File: src/rtl/fn_scan_pkg.sv
// Shared constants for the truth-table scan controller: state encoding, default
// input count and the golden minterm mask of the board function.
package fn_scan_pkg;

  localparam logic [1:0] S_IDLE   = 2'd0;
  localparam logic [1:0] S_SETTLE = 2'd1;
  localparam logic [1:0] S_SAMPLE = 2'd2;
  localparam logic [1:0] S_DONE   = 2'd3;

  localparam int N_IN_DEF = 4;

  localparam logic [15:0] FN_GOLDEN_MASK = 16'hF0D9;

endpackage

File: src/rtl/fn_scan_if.sv
// Bundle between the scan controller and its host/function block.
// master = stimulus/host side, slave = fn_scan_ctrl.
interface fn_scan_if
  import fn_scan_pkg::*;
#(
  parameter int N_IN = N_IN_DEF
);
  localparam int TW = 1 << N_IN;

  logic            start;
  logic [TW-1:0]   expect_mask;
  logic            f_in;
  logic [N_IN-1:0] vec_o;
  logic            busy;
  logic            done;
  logic [TW-1:0]   table_o;
  logic            pass;
  logic [N_IN:0]   err_cnt;
  logic [N_IN-1:0] first_err_idx;
  logic            first_err_vld;

  modport master (
    output start, expect_mask, f_in,
    input  vec_o, busy, done, table_o, pass, err_cnt, first_err_idx, first_err_vld
  );

  modport slave (
    input  start, expect_mask, f_in,
    output vec_o, busy, done, table_o, pass, err_cnt, first_err_idx, first_err_vld
  );

endinterface

File: src/rtl/fn_scan_rec.sv
// Result recorder: captures the truth table, compares each sample against the
// mask latched at start, and keeps the mismatch count and lowest failing index.
module fn_scan_rec
  import fn_scan_pkg::*;
#(
  parameter int N_IN = N_IN_DEF,
  localparam int TW = 1 << N_IN,
  localparam int ERR_W = N_IN + 1
) (
  input  logic            clk,
  input  logic            rst_n,
  input  logic            clr,
  input  logic            smp,
  input  logic            fin,
  input  logic [N_IN-1:0] idx,
  input  logic            f_in,
  input  logic [TW-1:0]   mask_in,
  output logic            mismatch,
  output logic [TW-1:0]   table_o,
  output logic [N_IN:0]   err_cnt,
  output logic [N_IN-1:0] first_err_idx,
  output logic            first_err_vld,
  output logic            pass
);

  logic [TW-1:0]   mask_q, mask_d;
  logic [TW-1:0]   table_q, table_d;
  logic [N_IN:0]   err_q, err_d;
  logic [N_IN-1:0] fidx_q, fidx_d;
  logic            fvld_q, fvld_d;
  logic            pass_q, pass_d;

  assign mask_d   = clr ? mask_in : mask_q;
  assign mismatch = smp && (f_in != mask_q[idx]);

  always_comb begin
    table_d = table_q;
    err_d   = err_q;
    fidx_d  = fidx_q;
    fvld_d  = fvld_q;
    pass_d  = pass_q;
    if (clr) begin
      table_d = '0;
      err_d   = '0;
      fidx_d  = '0;
      fvld_d  = 1'b0;
      pass_d  = 1'b0;
    end else if (smp) begin
      table_d[idx] = f_in;
      if (mismatch) begin
        err_d = err_q + ERR_W'(1);
        if (!fvld_q) begin
          fidx_d = idx;
          fvld_d = 1'b1;
        end
      end
      // pass must reflect the final sample, so it is taken from err_d
      if (fin) pass_d = (err_d == '0);
    end
  end

  // The expected mask is plain data and needs no reset
  always_ff @(posedge clk) begin
    mask_q <= mask_d;
  end

  always_ff @(posedge clk) begin
    if (!rst_n) begin
      table_q <= '0;
      err_q   <= '0;
      fidx_q  <= '0;
      fvld_q  <= 1'b0;
      pass_q  <= 1'b0;
    end else begin
      table_q <= table_d;
      err_q   <= err_d;
      fidx_q  <= fidx_d;
      fvld_q  <= fvld_d;
      pass_q  <= pass_d;
    end
  end

  assign table_o       = table_q;
  assign err_cnt       = err_q;
  assign first_err_idx = fidx_q;
  assign first_err_vld = fvld_q;
  assign pass          = pass_q;

endmodule

File: src/rtl/fn_scan_ctrl.sv
// Sweeps every input vector of a combinational function block, settles, samples
// and records the truth table. Optional `FN_SCAN_STOP_ON_FAIL_EN ends at first mismatch.
module fn_scan_ctrl
  import fn_scan_pkg::*;
#(
  parameter int N_IN       = N_IN_DEF,
  parameter int SETTLE_CYC = 1
) (
  input  logic       clk,
  input  logic       rst_n,
  fn_scan_if.slave   bus
);

  localparam int TW = 1 << N_IN;
  localparam logic [3:0]      CNT_LAST = 4'(SETTLE_CYC - 1);
  localparam logic [N_IN-1:0] IDX_LAST = {N_IN{1'b1}};

`ifdef FN_SCAN_STOP_ON_FAIL_EN
  localparam bit STOP_ON_FAIL = 1'b1;
`else
  localparam bit STOP_ON_FAIL = 1'b0;
`endif

  logic [1:0]      state_q, state_d;
  logic [N_IN-1:0] idx_q, idx_d;
  logic [3:0]      cnt_q, cnt_d;
  logic [N_IN-1:0] vec_q, vec_d;
  logic            clr, smp, fin, mismatch;

  assign fin = (state_q == S_SAMPLE) &&
               ((idx_q == IDX_LAST) || (STOP_ON_FAIL && mismatch));

  always_comb begin
    state_d = state_q;
    idx_d   = idx_q;
    cnt_d   = cnt_q;
    clr     = 1'b0;
    smp     = 1'b0;
    case (state_q)
      S_IDLE: begin
        if (bus.start) begin
          clr     = 1'b1;
          idx_d   = '0;
          cnt_d   = '0;
          state_d = S_SETTLE;
        end
      end
      S_SETTLE: begin
        cnt_d = cnt_q + 4'd1;
        if (cnt_q == CNT_LAST) state_d = S_SAMPLE;
      end
      S_SAMPLE: begin
        smp = 1'b1;
        if (fin) begin
          state_d = S_DONE;
        end else begin
          idx_d   = idx_q + N_IN'(1);
          cnt_d   = '0;
          state_d = S_SETTLE;
        end
      end
      default: state_d = S_IDLE;
    endcase
  end

  // Load the vector on entry to SETTLE so it is stable for the whole settle window
  assign vec_d = (state_d == S_SETTLE) ? idx_d : vec_q;

  always_ff @(posedge clk) begin
    if (!rst_n) begin
      state_q <= S_IDLE;
      idx_q   <= '0;
      cnt_q   <= '0;
      vec_q   <= '0;
    end else begin
      state_q <= state_d;
      idx_q   <= idx_d;
      cnt_q   <= cnt_d;
      vec_q   <= vec_d;
    end
  end

  assign bus.vec_o = vec_q;
  assign bus.busy  = (state_q == S_SETTLE) || (state_q == S_SAMPLE);
  assign bus.done  = (state_q == S_DONE);

  fn_scan_rec #(.N_IN(N_IN)) u_rec (
    .clk           (clk),
    .rst_n         (rst_n),
    .clr           (clr),
    .smp           (smp),
    .fin           (fin),
    .idx           (idx_q),
    .f_in          (bus.f_in),
    .mask_in       (bus.expect_mask),
    .mismatch      (mismatch),
    .table_o       (bus.table_o),
    .err_cnt       (bus.err_cnt),
    .first_err_idx (bus.first_err_idx),
    .first_err_vld (bus.first_err_vld),
    .pass          (bus.pass)
  );

endmodule

File: src/flat_wrapper.sv
// flat-port wrapper written by rule: the top's interface ports become plain ports
module fn_scan_ctrl_flat import fn_scan_pkg::*;
#(
  parameter int N_IN       = N_IN_DEF,
  parameter int SETTLE_CYC = 1
)
  (clk, rst_n, bus_start, bus_expect_mask, bus_f_in, bus_vec_o, bus_busy, bus_done, bus_table_o, bus_pass, bus_err_cnt, bus_first_err_idx, bus_first_err_vld);
  fn_scan_if #(.N_IN(N_IN)) bus_i ();
  input  logic clk;
  input  logic rst_n;
  input wire logic [$bits(bus_i.start)-1:0] bus_start;
  input wire logic [$bits(bus_i.expect_mask)-1:0] bus_expect_mask;
  input wire logic [$bits(bus_i.f_in)-1:0] bus_f_in;
  output wire logic [$bits(bus_i.vec_o)-1:0] bus_vec_o;
  output wire logic [$bits(bus_i.busy)-1:0] bus_busy;
  output wire logic [$bits(bus_i.done)-1:0] bus_done;
  output wire logic [$bits(bus_i.table_o)-1:0] bus_table_o;
  output wire logic [$bits(bus_i.pass)-1:0] bus_pass;
  output wire logic [$bits(bus_i.err_cnt)-1:0] bus_err_cnt;
  output wire logic [$bits(bus_i.first_err_idx)-1:0] bus_first_err_idx;
  output wire logic [$bits(bus_i.first_err_vld)-1:0] bus_first_err_vld;
  assign bus_i.start = bus_start;
  assign bus_i.expect_mask = bus_expect_mask;
  assign bus_i.f_in = bus_f_in;
  assign bus_vec_o = bus_i.vec_o;
  assign bus_busy = bus_i.busy;
  assign bus_done = bus_i.done;
  assign bus_table_o = bus_i.table_o;
  assign bus_pass = bus_i.pass;
  assign bus_err_cnt = bus_i.err_cnt;
  assign bus_first_err_idx = bus_i.first_err_idx;
  assign bus_first_err_vld = bus_i.first_err_vld;
  fn_scan_ctrl #(.N_IN(N_IN), .SETTLE_CYC(SETTLE_CYC)) u_core (.clk(clk), .rst_n(rst_n), .bus(bus_i));
endmodule
File: config.mk
export PLATFORM = sky130hd
export DESIGN_NAME = fn_scan_ctrl_flat
export DESIGN_NICKNAME = d
export VERILOG_FILES = /design/src/rtl/fn_scan_pkg.sv /design/src/rtl/fn_scan_if.sv /design/src/rtl/fn_scan_rec.sv /design/src/rtl/fn_scan_ctrl.sv /design/src/flat_wrapper.sv
export SDC_FILE = /design/constraint.sdc
export NUM_CORES = 1
export LEC_CHECK = 0
export CAP_MARGIN = 25
export CELL_PAD_IN_SITES_DETAIL_PLACEMENT = 2
export CELL_PAD_IN_SITES_GLOBAL_PLACEMENT = 2
export CORE_ASPECT_RATIO = 1.25
export CORE_MARGIN = 2
export CORE_UTILIZATION = 30
export CTS_CLUSTER_DIAMETER = 100
export CTS_CLUSTER_SIZE = 8
export DETAILED_ROUTE_END_ITERATION = 10
export PLACE_DENSITY_LB_ADDON = 0.1
export SLEW_MARGIN = 10
export SYNTH_ARGS = -nofsm -noshare
export SYNTH_HDL_FRONTEND = slang
export SYNTH_SLANG_ARGS = --single-unit
File: constraint.sdc
create_clock -name clk -period 2.6 [get_ports clk]
set_input_delay 0.26 -clock clk [delete_from_list [all_inputs] [get_ports clk]]
set_output_delay 0.26 -clock clk [all_outputs]
set_load 0.05 [all_outputs]
Yosys cells after proc, flatten, opt, wreduce, memory -nomap -nowiden
Cells that the tools add are included.

word-level totals
  word-level logic and storage cells = 59
  output and inout bits = 33
  register bits = 57
  input bits = 20

operators by class
  equal/unequal tests = 8
  multiplexer cells = 21
  order comparisons = 2
  add/sub/neg operators = 3
  reduce and logical (&&, ||, !) cells = 13
  bitwise gates (word level) = 2

operator list
  operator               count
  $bwmux W16             1
  $mux W4                4
  $mux W5                3
  $pmux W4 S3            1
  $add A4 B1 Y4 const B  2
  $pmux W4 S2            1
  $mux W2                3
  $pmux W2 S3            1
  $reduce_and A3 Y1      2
  $add A5 B1 Y5 const B  1
  $logic_not A5 Y1       1
  $lt A4 B5 Y1 const B   1
  $mux W1                5
  $bmux W1 S4            1
  $demux W1 S4           1
  $eq A2 B1 Y1 const B   2
  $eq A2 B2 Y1 const B   2
  $eq A4 B4 Y1 const B   1
  $ge A4 B1 Y1 const B   1
  $logic_not A4 Y1       1
  $ne A2 B2 Y1 const B   2
  $reduce_and A2 Y1      2
  $logic_and A1 B1 Y1    3
  $reduce_bool A3 Y1     1
  other kinds (5)        6

Logic depth before layout (Yosys ltp)
Gate-level depths: netlist (run 1).

  word-level depth = 8
  depth in mapped cells = 9
  gate-level depth less buffers = 8

Hierarchy
A second synthesis (run 1) with hierarchy kept.

second synthesis, totals
  cell total of the unflattened synthesis = 298
  area total of the unflattened synthesis = 2932.8 um^2

modules (own cells, without submodules)
  module        area an instance (um^2)  cells each  instances
  fn_scan_rec   2120.8                   204         1
  fn_scan_ctrl  812.0                    94          1

Worst setup path after synthesis (run 1)
No wires, ideal clock.

  kind = flip-flop to flip-flop
  from = register u_core.state_q[0]
  to = register u_core.u_rec.pass_q (netlist: u_core.u_rec.pass)
  arrival = 2.368 ns
  clock period less this slack = 2.455 ns
  path buffers = 1
  library setup time = 0.086 ns
  setup slack = 0.145 ns
  cell stages (with the launch flop) = 10
  cell sequence = dfxtp_1 -> inv_1 -> ha_1 -> and2_1 -> nand2b_1 -> clkbuf_1 -> or4b_2 -> a21oi_1 -> a211oi_1 -> a221oi_2

RTL lines
  element                     RTL line            text
  start: declaration          fn_scan_ctrl.sv:24  logic [1:0] state_q, state_d;
  start signal: assignment    fn_scan_ctrl.sv:76  state_q <= state_d;
  $logic_not A2 Y1            fn_scan_ctrl.sv:39  case (state_q)
  $mux W1                     fn_scan_ctrl.sv:39
  via u_core.clr              fn_scan_ctrl.sv:28  logic clr, smp, fin, mismatch;
  $reduce_or A2 Y1 (no line)  -
  end signal: assignment      fn_scan_rec.sv:79   pass_q <= pass_d;
  end: declaration            fn_scan_rec.sv:31   logic pass_q, pass_d;

The timed path passes the listed nets, and every way through them passes these cells. The select of a mux whose other input is x is not followed.
A chain may end at the register's enable or synchronous reset.

Worst setup path in the final report (run 1)
  from = register u_core.idx_q[1]
  to = register u_core.u_rec.fidx_q[3] (netlist: u_core.u_rec.first_err_idx[3])

between the ends
  longest elaborated chain between the ends = 5

RTL lines
  element                        RTL line            text
  start: declaration             fn_scan_ctrl.sv:25  logic [N_IN-1:0] idx_q, idx_d;
  start signal: assignment       fn_scan_ctrl.sv:77  idx_q <= idx_d;
  $bmux W1 S4                    fn_scan_rec.sv:34   assign mismatch = smp && (f_in != mask_q[idx]);
  $mux W1 (not written as such)  fn_scan_rec.sv:34
  $ne A1 B1 Y1                   fn_scan_rec.sv:34
  $logic_and A1 B1 Y1            fn_scan_rec.sv:34
  $reduce_and A3 Y1 (no line)    -
  end signal: assignment         fn_scan_rec.sv:77   fidx_q <= fidx_d;
  end: declaration               fn_scan_rec.sv:29   logic [N_IN-1:0] fidx_q, fidx_d;

Every way passes these cells. The select of a mux whose other input is x is not followed.

==> metrics.csv, run 1 <==
metric;value;unit
clock_tree.htree_level_count;3;
postSynthAreaPerCell;10.2;um^2
area_growth;35.0;%
ys_top_cells_by_count;nor2_1 (44), dfxtp_1 (41), mux2i_1 (34);
numCtsBuffers;9;
worstSetupStartpointType;flip-flop;
dr.pass1.iters;4;
worstPathRequired;2.81;ns
grt_overflow_total;0;
synth.area.top_cells;dfxtp_1 (28%), edfxtp_1 (16%), mux2i_1 (12%);
highest_cell_delay_on_the_worst_timing_path;0.55;ns
post-route-min-period;2.39;ns
num_antenna_cells;0;
row_count;40;
floorplan.initialDensity;0.305;
rsz0062_at_grt;false;
critical_path_class;reg -> reg;
grt_pass1_vias;2529;
power.static_leakage;1.51;nW
drv_cap;0;
p_comb_frac;0.221;
clock_network_fraction_of_total_power;0.411;
num-fill-cells;1026;
clock_insertion_delay_worst_skew;0.33;ns
drt-wirelength-per-cell;16.5;um
synth_enable_flop_cells;16;
total_number_of_vias;2336;
postCtsSetupRepairBufs;0;
die_width;92.2;um
power_report.internal_total;2.00;mW
synthDominantCellAreaShare;0.281;
clock_sink_count;57;
timing.critical_path.slowest_stage_cell;mux4_2;
setup-tns-final;0;ns
die-area;10500;um^2
slew_viol_final;0;
worst_ep_arrival_time;2.60;ns
net-switching-power;844;uW
top_count_cell_post_synth;nor2_1;
synth.lib_cells_used.distinct;43;
timing.critical_path.to_type;flip-flop;
number_of_remaining_drc_errors;0;
cts.root.buffer_cell;clkbuf_16;
timing.fmax;0.419;GHz
timing.final.setup_violations;0;
synth_fp_nets;317;
ys_dominant_reg_cell;dfxtp_1;
final_antenna_net_count;0;
crit_path_most_repeated_cell;mux2i_1;
wirelength_routed;7890;um
clock_path_buffers;2;
design.portCount;53;
post_dp_cell_area;3640;um^2
post-dp-hpwl;5860;um
placed_cells;463;
power_frac_seq;0.368;
power_switching_share;0.297;
synth_top_cell_by_area;dfxtp_1;
grt_first_pass_wirelength;12900;um
die_h;114;um
layout-drive-gt1-share;0.130;
outcome;finished, final reports clean;
synth_sequential_area_ratio;0.446;
antenna_found_initial;0;
grt_max_degree;27;
synth.cell_area;2920;um^2
worst_ir_drop_vdd;0.419;mV
grt.total_usage;0.162;
timing_hold_violations_final;0;
final.hold.worst_slack;0.483;ns
relSlewSlack;0.649;
placeableCoreArea;9560;um^2
power_per_cell_area;721;nW/um^2
worst_hold_path_type;in -> reg;
flop_and_latch_count_out_of_synthesis;57;
clock_skew;0.00556;ns
synth_async_sr_flop_share;0;
gp_congestion;0.766;
finalInstanceArea;3940;um^2
final_nets;379;
fin_crit_sh;0.918;
finish.cell_count_without_fillers;479;
tightestPinTransition;0.521;ns
worst_setup_hold_path_clk_slew;0.05;ns
vias_per_cell;4.88;
tritoncts;built;
initial_detailed_routing_violation_count;36;
critical_path_peak_fanout;19;
synthesis.instances;286;
crit_path_cell_trace;buf_12 > mux2_1 > mux4_2 > mux2i_1 > a21oi_1 > buf_4 > mux2i_1 > nor2_1;
total_number_of_yosys_warnings;0;
portBuffers;52;
area by class of cell:
type	instances	area, um^2	area share
inverters	7	26.3	0.00667
clock inverters	7	71.3	0.0181
well taps	126	158	0.0400
multi-input cells	207	1520	0.385
clock buffers	9	225	0.0572
repair buffers	66	638	0.162
flip-flops and latches	57	1300	0.331
cells in the final DEF, fill, tap and decap left out, types with 2 or more instances in the layout:
master,instances
mux2_4,2
mux4_2,4
dfxtp_1,40
nand4_1,6
mux2_1,4
inv_1,7
nand3_1,18
nor3_1,2
clkinvlp_4,2
nor2b_1,5
nor3b_1,2
nor4_1,2
and3_1,5
clkdlybuf4s50_1,52
ha_1,11
a21oi_1,8
buf_4,13
a211oi_1,2
xnor2_1,3
xor2_1,6
or3_1,3
nand4b_1,2
o21ai_0,7
clkbuf_16,9
mux2i_1,34
nand2_1,8
nor2_1,44
and2_1,10
mux2_2,4
edfxtp_1,16
clkinv_4,2
nand2b_1,3
routing by layer:
| layer | vias to the layer above | GRT usage | share of wire |
|---|---|---|---|
| li1 | 1149 | - | - |
| met1 | 1138 | 0.189 | 0.43 |
| met2 | 39 | 0.281 | 0.52 |
| met3 | 10 | 0.0349 | 0.027 |
| met4 | 0 | 0.0776 | 0.020 |
| met5 | - | 0 | 0 |
timing repair:
item,CTS,global route
setup endpoints to repair,0,1
resized for setup,0,1
hold buffers,0,0
per-stage QoR:
stage / power (mW) / util / setup slack [ns]
finish: 2.84 / 0.412 / 0.214
floorplan: 1.48 / - / 0.145
CTS: 2.89 / 0.412 / 0.150
global route: 2.99 / 0.412 / 0.0477
detailed placement: 1.70 / 0.381 / 0.179
global placement: 1.69 / 0.381 / 0.237
final timing paths:
path / from / endpoint / slack, ns / cells after the start
worst min-delay path: bus_expect_mask[14] / u_core.u_rec.mask_q[14] / 0.48 / 1
worst max register to register: u_core.idx_q[1] / u_core.u_rec.first_err_idx[3] / 0.21 / 8
worst max-delay path: u_core.idx_q[1] / u_core.u_rec.first_err_idx[3] / 0.21 / 8
worst min register to register: u_core.u_rec.table_o[14] / u_core.u_rec.table_o[14] / 0.50 / 2
power groups by stage:
stage,Combinational [mW],Clock (mW),Sequential [mW]
finish,0.627,1.17,1.05
global route,0.694,1.24,1.06
CTS,0.640,1.20,1.05
detailed placement,0.634,0,1.07
global placement,0.620,0,1.07
floorplan,0.412,0,1.07
cells by family (layout without fill, tap and decap cells):
logic type / Yosys count / in the layout / share of synthesized area
AND/OR/NAND/NOR: 113 / 113 / 0.196
flip-flops: 57 / 57 / 0.446
multiplexers: 48 / 48 / 0.189
AO/OA/AOI/OAI: 26 / 26 / 0.0617
buffers and inverters: 22 / 89 / 0.0339
adder cells (fa/ha/maj): 11 / 11 / 0.0472
XOR/XNOR: 9 / 9 / 0.0270
worst max-delay path, delay by kind of cell, from the launching register on:
| family | cells | cell delay (ns) |
|---|---|---|
| buffers and inverters | 2 | 0.35 |
| flip-flops | 1 | 0.37 |
| AND/OR/NAND/NOR | 1 | 0.06 |
| AO/OA/AOI/OAI | 1 | 0.20 |
| multiplexers | 4 | 1.28 |
sequential cells by signal (all words and copies together), names as in the netlist:
name	count
u_core.bus.vec_o	4
u_core.cnt_q	4
u_core.idx_q	4
u_core.state_q	2
u_core.u_rec.err_cnt	5
u_core.u_rec.first_err_idx	4
u_core.u_rec.first_err_vld	1
u_core.u_rec.mask_q	16
u_core.u_rec.pass	1
u_core.u_rec.table_o	16
(Power assumes the default switching activity.)
==> run 2, diff against run 1 <==
CTS_CLUSTER_SIZE = not set   (was 8)
PLACE_DENSITY = 0.73   (was not set)
PLACE_DENSITY_LB_ADDON = not set   (was 0.1)
SLEW_MARGIN = 20   (was 10)
==> run 2 against run 1 <==
Effect of this change:
- register-to-register slack about the same
- critical path type unchanged
- final cell count up 0.21%
- critical path depth down 1
- clock skew up 0.00063 ns
- die area unchanged
- count of clock-buffer cells in the layout up 4
- wire length up 3.1%
- sequential share of layout area up 0.084 points
- worst hold slack better by 0.0026 ns
- total power down 2.2%
==> metrics.csv, run 2 (synthesized netlist as in run 1, its figures left out) <==
metric;value;unit;change
grt_pass1_vias;2648;;+4.7%
post-dp-hpwl;5930;um;+1.3%
power_per_cell_area;708;nW/um^2;-1.8%
die-area;10500;um^2;unchanged
design.portCount;53;;unchanged
timing.fmax;0.422;GHz;+0.61%
wirelength_routed;8140;um;+3.1%
net-switching-power;821;uW;-2.7%
timing.reg2reg.setup_slack;0.23;ns;about the same
timing.reg2reg.worst_path_depth;7;;-1
final_nets;380;;+0.26%
relSlewSlack;0.649;;about the same
critical_path_peak_fanout;16;;-3
finalInstanceArea;3930;um^2;-0.35%
tritoncts;built;;
worst_ep_arrival_time;2.58;ns;-0.02 ns
worst_hold_path_type;in -> reg;;
timing.final.setup_violations;0;;unchanged
clock_network_fraction_of_total_power;0.394;;-0.017
grt_max_degree;27;;unchanged
die_width;92.2;um;unchanged
power_switching_share;0.296;;-0.00159
setup-tns-final;0;ns;unchanged
row_count;40;;unchanged
cts.repair.resized;0;;unchanged
placeableCoreArea;9560;um^2;unchanged
most_frequent_standard_cell_in_the_layout_excluding_fill_and_tap_cells;clkdlybuf4s50_1;;
tightestPinTransition;0.522;ns;+0.000930 ns
grt.total_usage;0.167;;+0.00501
cts.root.buffer_cell;clkbuf_16;;
clock_insertion_delay_worst_skew;0.33;ns;about the same
grt_first_pass_wirelength;13500;um;+4.4%
clock_tree.htree_level_count;3;;unchanged
worst_setup_hold_path_clk_slew;0.05;ns;about the same
clock_path_buffers;2;;unchanged
rsz0062_at_grt;false;;
post-route-min-period;2.37;ns;-0.0145 ns
postCtsSetupRepairBufs;0;;unchanged
timing_hold_violations_final;0;;unchanged
hold_depth;1;;unchanged
dr.pass1.iters;4;;unchanged
vias_per_cell;4.85;;-0.51%
fin_util;0.411;;-0.00144
power_frac_seq;0.378;;+0.010
worstSetupStartpointType;flip-flop;;
layout-drive-gt1-share;0.124;;-0.00602
grt_overflow_total;0;;unchanged
initial_detailed_routing_violation_count;54;;+50%
floorplan.initialDensity;0.305;;unchanged
die_h;114;um;unchanged
power.static_leakage;1.52;nW;+0.25%
timing.critical_path.to_type;flip-flop;;
area_growth;34.5;%;
postCtsHoldBufs;0;;unchanged
power_report.internal_total;1.96;mW;-2.0%
power_consumption;2.78;mW;-2.2%
num_antenna_cells;0;;unchanged
outcome;finished, final reports clean;;
post_dp_cell_area;3650;um^2;+0.21%
drt-wirelength-per-cell;17.0;um;+2.9%
drv_cap;0;;unchanged
clock_skew;0.00619;ns;+0.000629 ns
critical_path_class;reg -> reg;;
gp_congestion;0.735;;-4.0%
p_comb_frac;0.227;;+0.006
number_of_remaining_drc_errors;0;;unchanged
clock_sink_count;57;;unchanged
worstPathRequired;2.81;ns;about the same
portBuffers;52;;unchanged
antenna_found_initial;0;;unchanged
worst_ir_drop_vdd;0.393;mV;-6.2%
fin_crit_sh;0.912;;-0.00557
slew_viol_final;0;;unchanged
total_number_of_vias;2329;;-0.30%
numCtsBuffers;9;;unchanged
final_antenna_net_count;0;;unchanged
layout.cells.most_common_list;clkdlybuf4s50_1 (52), nor2_1 (44), dfxtp_1 (41);;
==> run 2: cell type report <==
type	instances	area, um^2
fill	1049	5630
clock inverter	3	15.0
tap	126	158
timing repair buffer	67	646
sequential	57	1300
multi-input combinational	207	1520
clock buffer	13	262
inverter	7	26.3
==> run 2: path summary, 6_finish.rpt <==
check,startpoint,end
setup / recovery,u_core.idx_q[1],u_core.u_rec.err_cnt[3]
hold / removal,bus_expect_mask[4],u_core.u_rec.mask_q[4]
setup reg to reg,u_core.idx_q[1],u_core.u_rec.err_cnt[3]
hold reg to reg,u_core.u_rec.table_o[11],u_core.u_rec.table_o[11]
==> run 2: power by group through the flow <==
| stage | Combinational (mW) | Sequential (mW) | Clock (mW) |
|---|---|---|---|
| after global placement | 0.613 | 1.07 | 0 |
| after detailed placement | 0.639 | 1.07 | 0 |
| after floorplan | 0.412 | 1.07 | 0 |
| after global routing | 0.694 | 1.06 | 1.16 |
| after CTS | 0.647 | 1.05 | 1.13 |
| final | 0.631 | 1.05 | 1.10 |
==> run 2: critical path, cell delays in order, from the launching register on <==
cell	delay [ns]
dfxtp_1	0.37
buf_12	0.17
mux2_1	0.34
mux4_2	0.57
mux2_4	0.37
o2111ai_2	0.21
xor2_1	0.16
nor2_1	0.05
==> run 2: per-layer routing <==
layer  track usage  vias up  part of all wire
met5             0        -                 0
met4        0.0687        0             0.018
met3        0.0349       11             0.028
met2         0.301       36              0.53
met1         0.191     1139              0.43
li1              -     1143                 -
==> run 2: through the flow <==
stage                     std cells  setup WS, ns  hold slack, ns
final                           480         0.229           0.486
after global routing            480        0.0989           0.485
after CTS                       480         0.209           0.478
after detailed placement        464         0.227           0.495
after global placement          464         0.302           0.473
after floorplan                 286         0.145           0.359
==> RTL change 1: new RTL, flow settings as in run 2 <==
Set the package constant `N_IN_DEF` to 3 (it was 4).
--- a/src/rtl/fn_scan_pkg.sv
+++ b/src/rtl/fn_scan_pkg.sv
@@ -8,5 +8,5 @@
   localparam logic [1:0] S_DONE   = 2'd3;
 
-  localparam int N_IN_DEF = 4;
+  localparam int N_IN_DEF = 3;
 
   localparam logic [15:0] FN_GOLDEN_MASK = 16'hF0D9;
Interface: changed (5 resized); port bits go from 53 to 34. The function was not compared with the original's and may differ.
==> RTL change 1 against run 2 <==
Synthesized cell count fell by 39%; sequential cell count fell by 20; synthesized area fell by 40%; power fell by 44%; first-iteration DRC count rose by 7.4%; cell area fell by 43%; sequential share of layout area rose by 3.6 points; wire length fell by 47%; non-clock buffer count fell by 34; worst hold slack got worse by 6.0 ps; clock power fell by 56%; setup slack improved by 150 ps; combinational power fell by 36%; critical endpoint is now u_core.bus.vec_o[1]; highest routed layer unchanged.
==> RTL change 1: results (changes against run 2) <==
- Total CTS buffers: 5 (-4)
- Fraction of layout cells with a size suffix above 1: 0.0721 (-0.0522)
- Nets: 228 (-40%)
- Post-Place Cells: 266 (-43%)
- Internal: 1.07 mW (-45%)
- Detail Placement HPWL: 3310 um (-44%)
- Worst-margin pin slew: 665 ps (+143 ps)
- Commonest cells in the netlist: dfxtp_1 (29), nor2_1 (18), mux2i_1 (14)
- Worst vdd ir: 0.000337 V (-14%)
- CP Max Fanout: 12 (-4)
- Fill count: 592 (-44%)
- Gpl congestion: 0.713 (-2.9%)
- Vias in the first global route: 1,520 (-43%)
- Root buffer cell: clkbuf_8
- Reg-to-Reg Start: u_core.idx_q[0]
- Sequential-to-total area share from yosys stat: 0.469 (+0.0233)
- Post-synthesis mux area share: 0.121 (-0.0678)
- Post-synthesis xor/xnor area fraction: 0.0200 (-0.00699)
- Vias/cell: 5.13 (+5.8%)
- Synthesis Warnings: 0 (unchanged)
- Syn Nets: 195 (-38%)
- Largest net degree at the start of global routing: 19 (-30%)
- Cell count after synthesis: 174 (-39%)
- Initial antenna violation count: 0 (unchanged)
- IO Port Bufs: 33 (-37%)
- HP Class: flop to flop
- Number of synthesized flops with an enable pin: 8 (-8)
- Final wirelength: 4340 um (-47%)
- Arrival time at the worst endpoint: 2400 ps (-180 ps)
- Yosys cell types: 38 (-12%)
- CP endpoint: u_core.bus.vec_o[1]
- Clock transition at path regs: 70 ps (+20 ps)
- Status: finished, final reports clean
- Top cells by area, synth: dfxtp_1 (33%), edfxtp_1 (14%), mux2i_1 (8.0%), ha_1 (6.4%), nor2_1 (3.9%)
- Clock Latency Late Sink: 280 ps (-50 ps)
- Antenna Cells: 0 (unchanged)
- Post-synthesis compound-gate area fraction: 0.0866 (+0.0248)
- DR WL/cell: 15.8 um (-6.7%)
- Post-Synth Adder-Cell Area: 0.0644 (+0.0172)
- Initial drt markers: 58 (+7.4%)
- Clock Skew: 3.86 ps (-2.33 ps)
- Leakage: 0.832 nW (-45%)
- First-pass GRT wire length: 7370 um (-45%)
- Reg-to-reg slack, setup: 380 ps (+150 ps)
- Number of H-tree levels: 2 (-1)
- Global Route Usage Sum: 0.149 (-0.0177)
- Pre-antenna DRT Iters: 4 (unchanged)
- FF-to-FF path depth: 6 (-1)
- Hold depth: 2 (+1)
[RTL change 1: final cells by class]
| type | count | area, um^2 | share of cell area |
|---|---|---|---|
| timing repair buffer | 33 | 330 | 0.148 |
| multi-input combinational | 123 | 867 | 0.388 |
| inverter | 7 | 26.3 | 0.0118 |
| clock buffer | 6 | 72.6 | 0.0325 |
| clock inverter | 2 | 33.8 | 0.0151 |
| tap | 66 | 82.6 | 0.0370 |
| sequential | 37 | 821 | 0.368 |
[RTL change 1: power groups by stage]
stage | Sequential [mW] | Clock, mW | Combinational [mW]
2_1_floorplan | 0.682 | 0 | 0.296
3_3_place_gp | 0.679 | 0 | 0.391
3_5_place_dp | 0.684 | 0 | 0.411
4_1_cts | 0.670 | 0.497 | 0.415
5_1_grt | 0.677 | 0.516 | 0.458
6_report | 0.669 | 0.483 | 0.405
[RTL change 1: worst max-delay path: stages, from the launching register on]
cell and delay (ps):
dfxtp_1 460, ha_1 280, ha_1 260, nand2_1 160, o21ai_0 160, nor3_1 400
mux2_2 400
[RTL change 1: worst min path at each step]
stage | from | to | slack [ps]
final | u_core.bus.vec_o[0] | u_core.bus.vec_o[0] | 480
after global routing | u_core.bus.vec_o[0] | u_core.bus.vec_o[0] | 510
after CTS | u_core.bus.vec_o[0] | u_core.bus.vec_o[0] | 490
after detailed placement | u_core.bus.vec_o[0] | u_core.bus.vec_o[0] | 480
after global placement | u_core.bus.vec_o[0] | u_core.bus.vec_o[0] | 450
after floorplan | bus_expect_mask[0] | u_core.u_rec.mask_q[0] | 360
[RTL change 1: per-layer routing]
layer	global-route usage	share of wire
met4	0.0549	0.010
met1	0.168	0.42
met2	0.270	0.53
met5	0	0
met3	0.0361	0.039
[RTL change 1: cells by family after synthesis]
family,Yosys count
simple gates,67
flops,37
compound gates,24
mux,19
buf+inv,14
fa+ha+maj,9
xor+xnor,4
[RTL change 1: per-stage QoR]
stage          worst slack (ps)  power, mW  cell area [um^2]   util
4_1_cts                     348       1.58              2230  0.392
3_5_place_dp                379       1.09              2130  0.373
3_3_place_gp                516       1.07              2130  0.373
6_report                    378       1.56              2230  0.392
5_1_grt                     111       1.65              2230  0.392
2_1_floorplan               787      0.978              1750      -
==> RTL change 2: new RTL, flow settings as in run 2 <==
Made on the original files. Make the reset (`rst_n`) asynchronous in 2 clocked blocks.
--- a/src/rtl/fn_scan_rec.sv
+++ b/src/rtl/fn_scan_rec.sv
@@ -65,5 +65,5 @@
   end
 
-  always_ff @(posedge clk) begin
+  always_ff @(posedge clk or negedge rst_n) begin
     if (!rst_n) begin
       table_q <= '0;
--- a/src/rtl/fn_scan_ctrl.sv
+++ b/src/rtl/fn_scan_ctrl.sv
@@ -67,5 +67,5 @@
   assign vec_d = (state_d == S_SETTLE) ? idx_d : vec_q;
 
-  always_ff @(posedge clk) begin
+  always_ff @(posedge clk or negedge rst_n) begin
     if (!rst_n) begin
       state_q <= S_IDLE;
Behaviour: differs if rst_n is asserted again (counterexample within 4 cycles, from zero or initial values and one cycle with rst_n low); with rst_n held inactive, the same outputs for 10 cycles.
==> RTL change 2 against run 2 <==
Non-clock buffer count down 4; sequential cell count stayed put; count of clock-buffer cells in the layout is 3 lower; synthesized area decreased by 1.7%; die area is 1.6% lower; wire length down 6.5%; global-route usage is 0.95 points lower; setup slack got worse by 72 ps; synthesized cell count down 13%; cell area down 1.4%; worst hold slack worse by 130 ps; largest cell class is now registers; highest routed layer unchanged.
Power is not compared: it rests on default switching activity, and its combinational part moved more than twofold at a synthesized area within 25%.
==> RTL change 2: results (changes against run 2) <==
- Multi-input gates: 171 (-17%)
- Largest net degree at the start of global routing: 42 (+56%)
- Met1 WL: 3140 um (-10%)
- Multi-input gate area: 1280 um^2 (-16%)
- Global Route met2 Usage: 0.286 (-0.0147)
- Nets: 341 (-10%)
- Post-Place Cells: 420 (-9.5%)
- Initial drt markers: 63 (+17%)
- Rel. slew slack: 0.656 (+0.00759)
- Met2 Wirelength: 4110 um (-4.0%)
- Cell Count, Final, Fillers Out: 438 (-8.8%)
- FF/Latch Area: 1510 um^2 (+16%)
- Sequential-to-total area share from yosys stat: 0.525 (+0.0791)
- Clock Skew: 8.28 ps (+2.09 ps)
- FF-to-FF path depth: 6 (-1)
- First-pass GRT wire length: 12,700 um (-5.7%)
- Ys async rst share: 0.719 (+0.719)
- HP Class: primary input to async pin
- Vias in the first global route: 2,429 (-8.3%)
- Arrival time at the worst endpoint: 2690 ps (+110 ps)
- Multi-input combinational area share: 0.330 (-0.0565)
- Row count: 39 (-2.5%)
- GRT met3 Usage: 0.0306 (-0.00427)
- Via count: 2,153 (-7.6%)
- Syn Nets: 279 (-12%)
- Final-layout clock-cell area share: 0.0744 (+0.00394)
- Status: finished, final reports clean
- Tot Pwr: 3.63 mW
- DP Worst Slack: 200 ps (-26.5 ps)
- Global Route Usage Sum: 0.157 (-0.00950)
- Synthesized area per cell: 11.6 um^2 (+13%)
- Clock buffers: 10 (-3)
- DR WL met3: 217 um (-3.1%)
- Plain + repair buffers: 63 (-6.0%)
- Final wirelength: 7610 um (-6.5%)
- Top cells by area, synth: dfrtp_1 (36%), edfxtp_1 (17%), mux2i_1 (7.7%), ha_1 (4.8%), nand3_1 (3.7%)
- Fill count: 927 (-12%)
[RTL change 2: how the worst max path moves through the flow]
stage / startpoint / to / slack, ps / cells after the start
6_report: u_core.idx_q[0] / u_core.u_rec.err_cnt[3] / 160 / 6
5_1_grt: u_core.idx_q[0] / u_core.u_rec.err_cnt[3] / 50 / 6
4_1_cts: u_core.idx_q[0] / u_core.u_rec.err_cnt[3] / 120 / 6
3_5_place_dp: u_core.idx_q[0] / u_core.u_rec.err_cnt[3] / 200 / 6
3_3_place_gp: u_core.idx_q[0] / u_core.u_rec.err_cnt[3] / 270 / 6
2_1_floorplan: u_core.idx_q[0] / u_core.u_rec.err_cnt[3] / 360 / 7
[RTL change 2: cells by family after synthesis]
group / after synthesis / synth area share
AO/OA/AOI/OAI: 27 / 0.0667
buffers and inverters: 20 / 0.0297
multiplexers: 34 / 0.155
adder cells (fa/ha/maj): 11 / 0.0480
AND/OR/NAND/NOR: 94 / 0.160
flip-flops: 57 / 0.525
XOR/XNOR: 5 / 0.0153
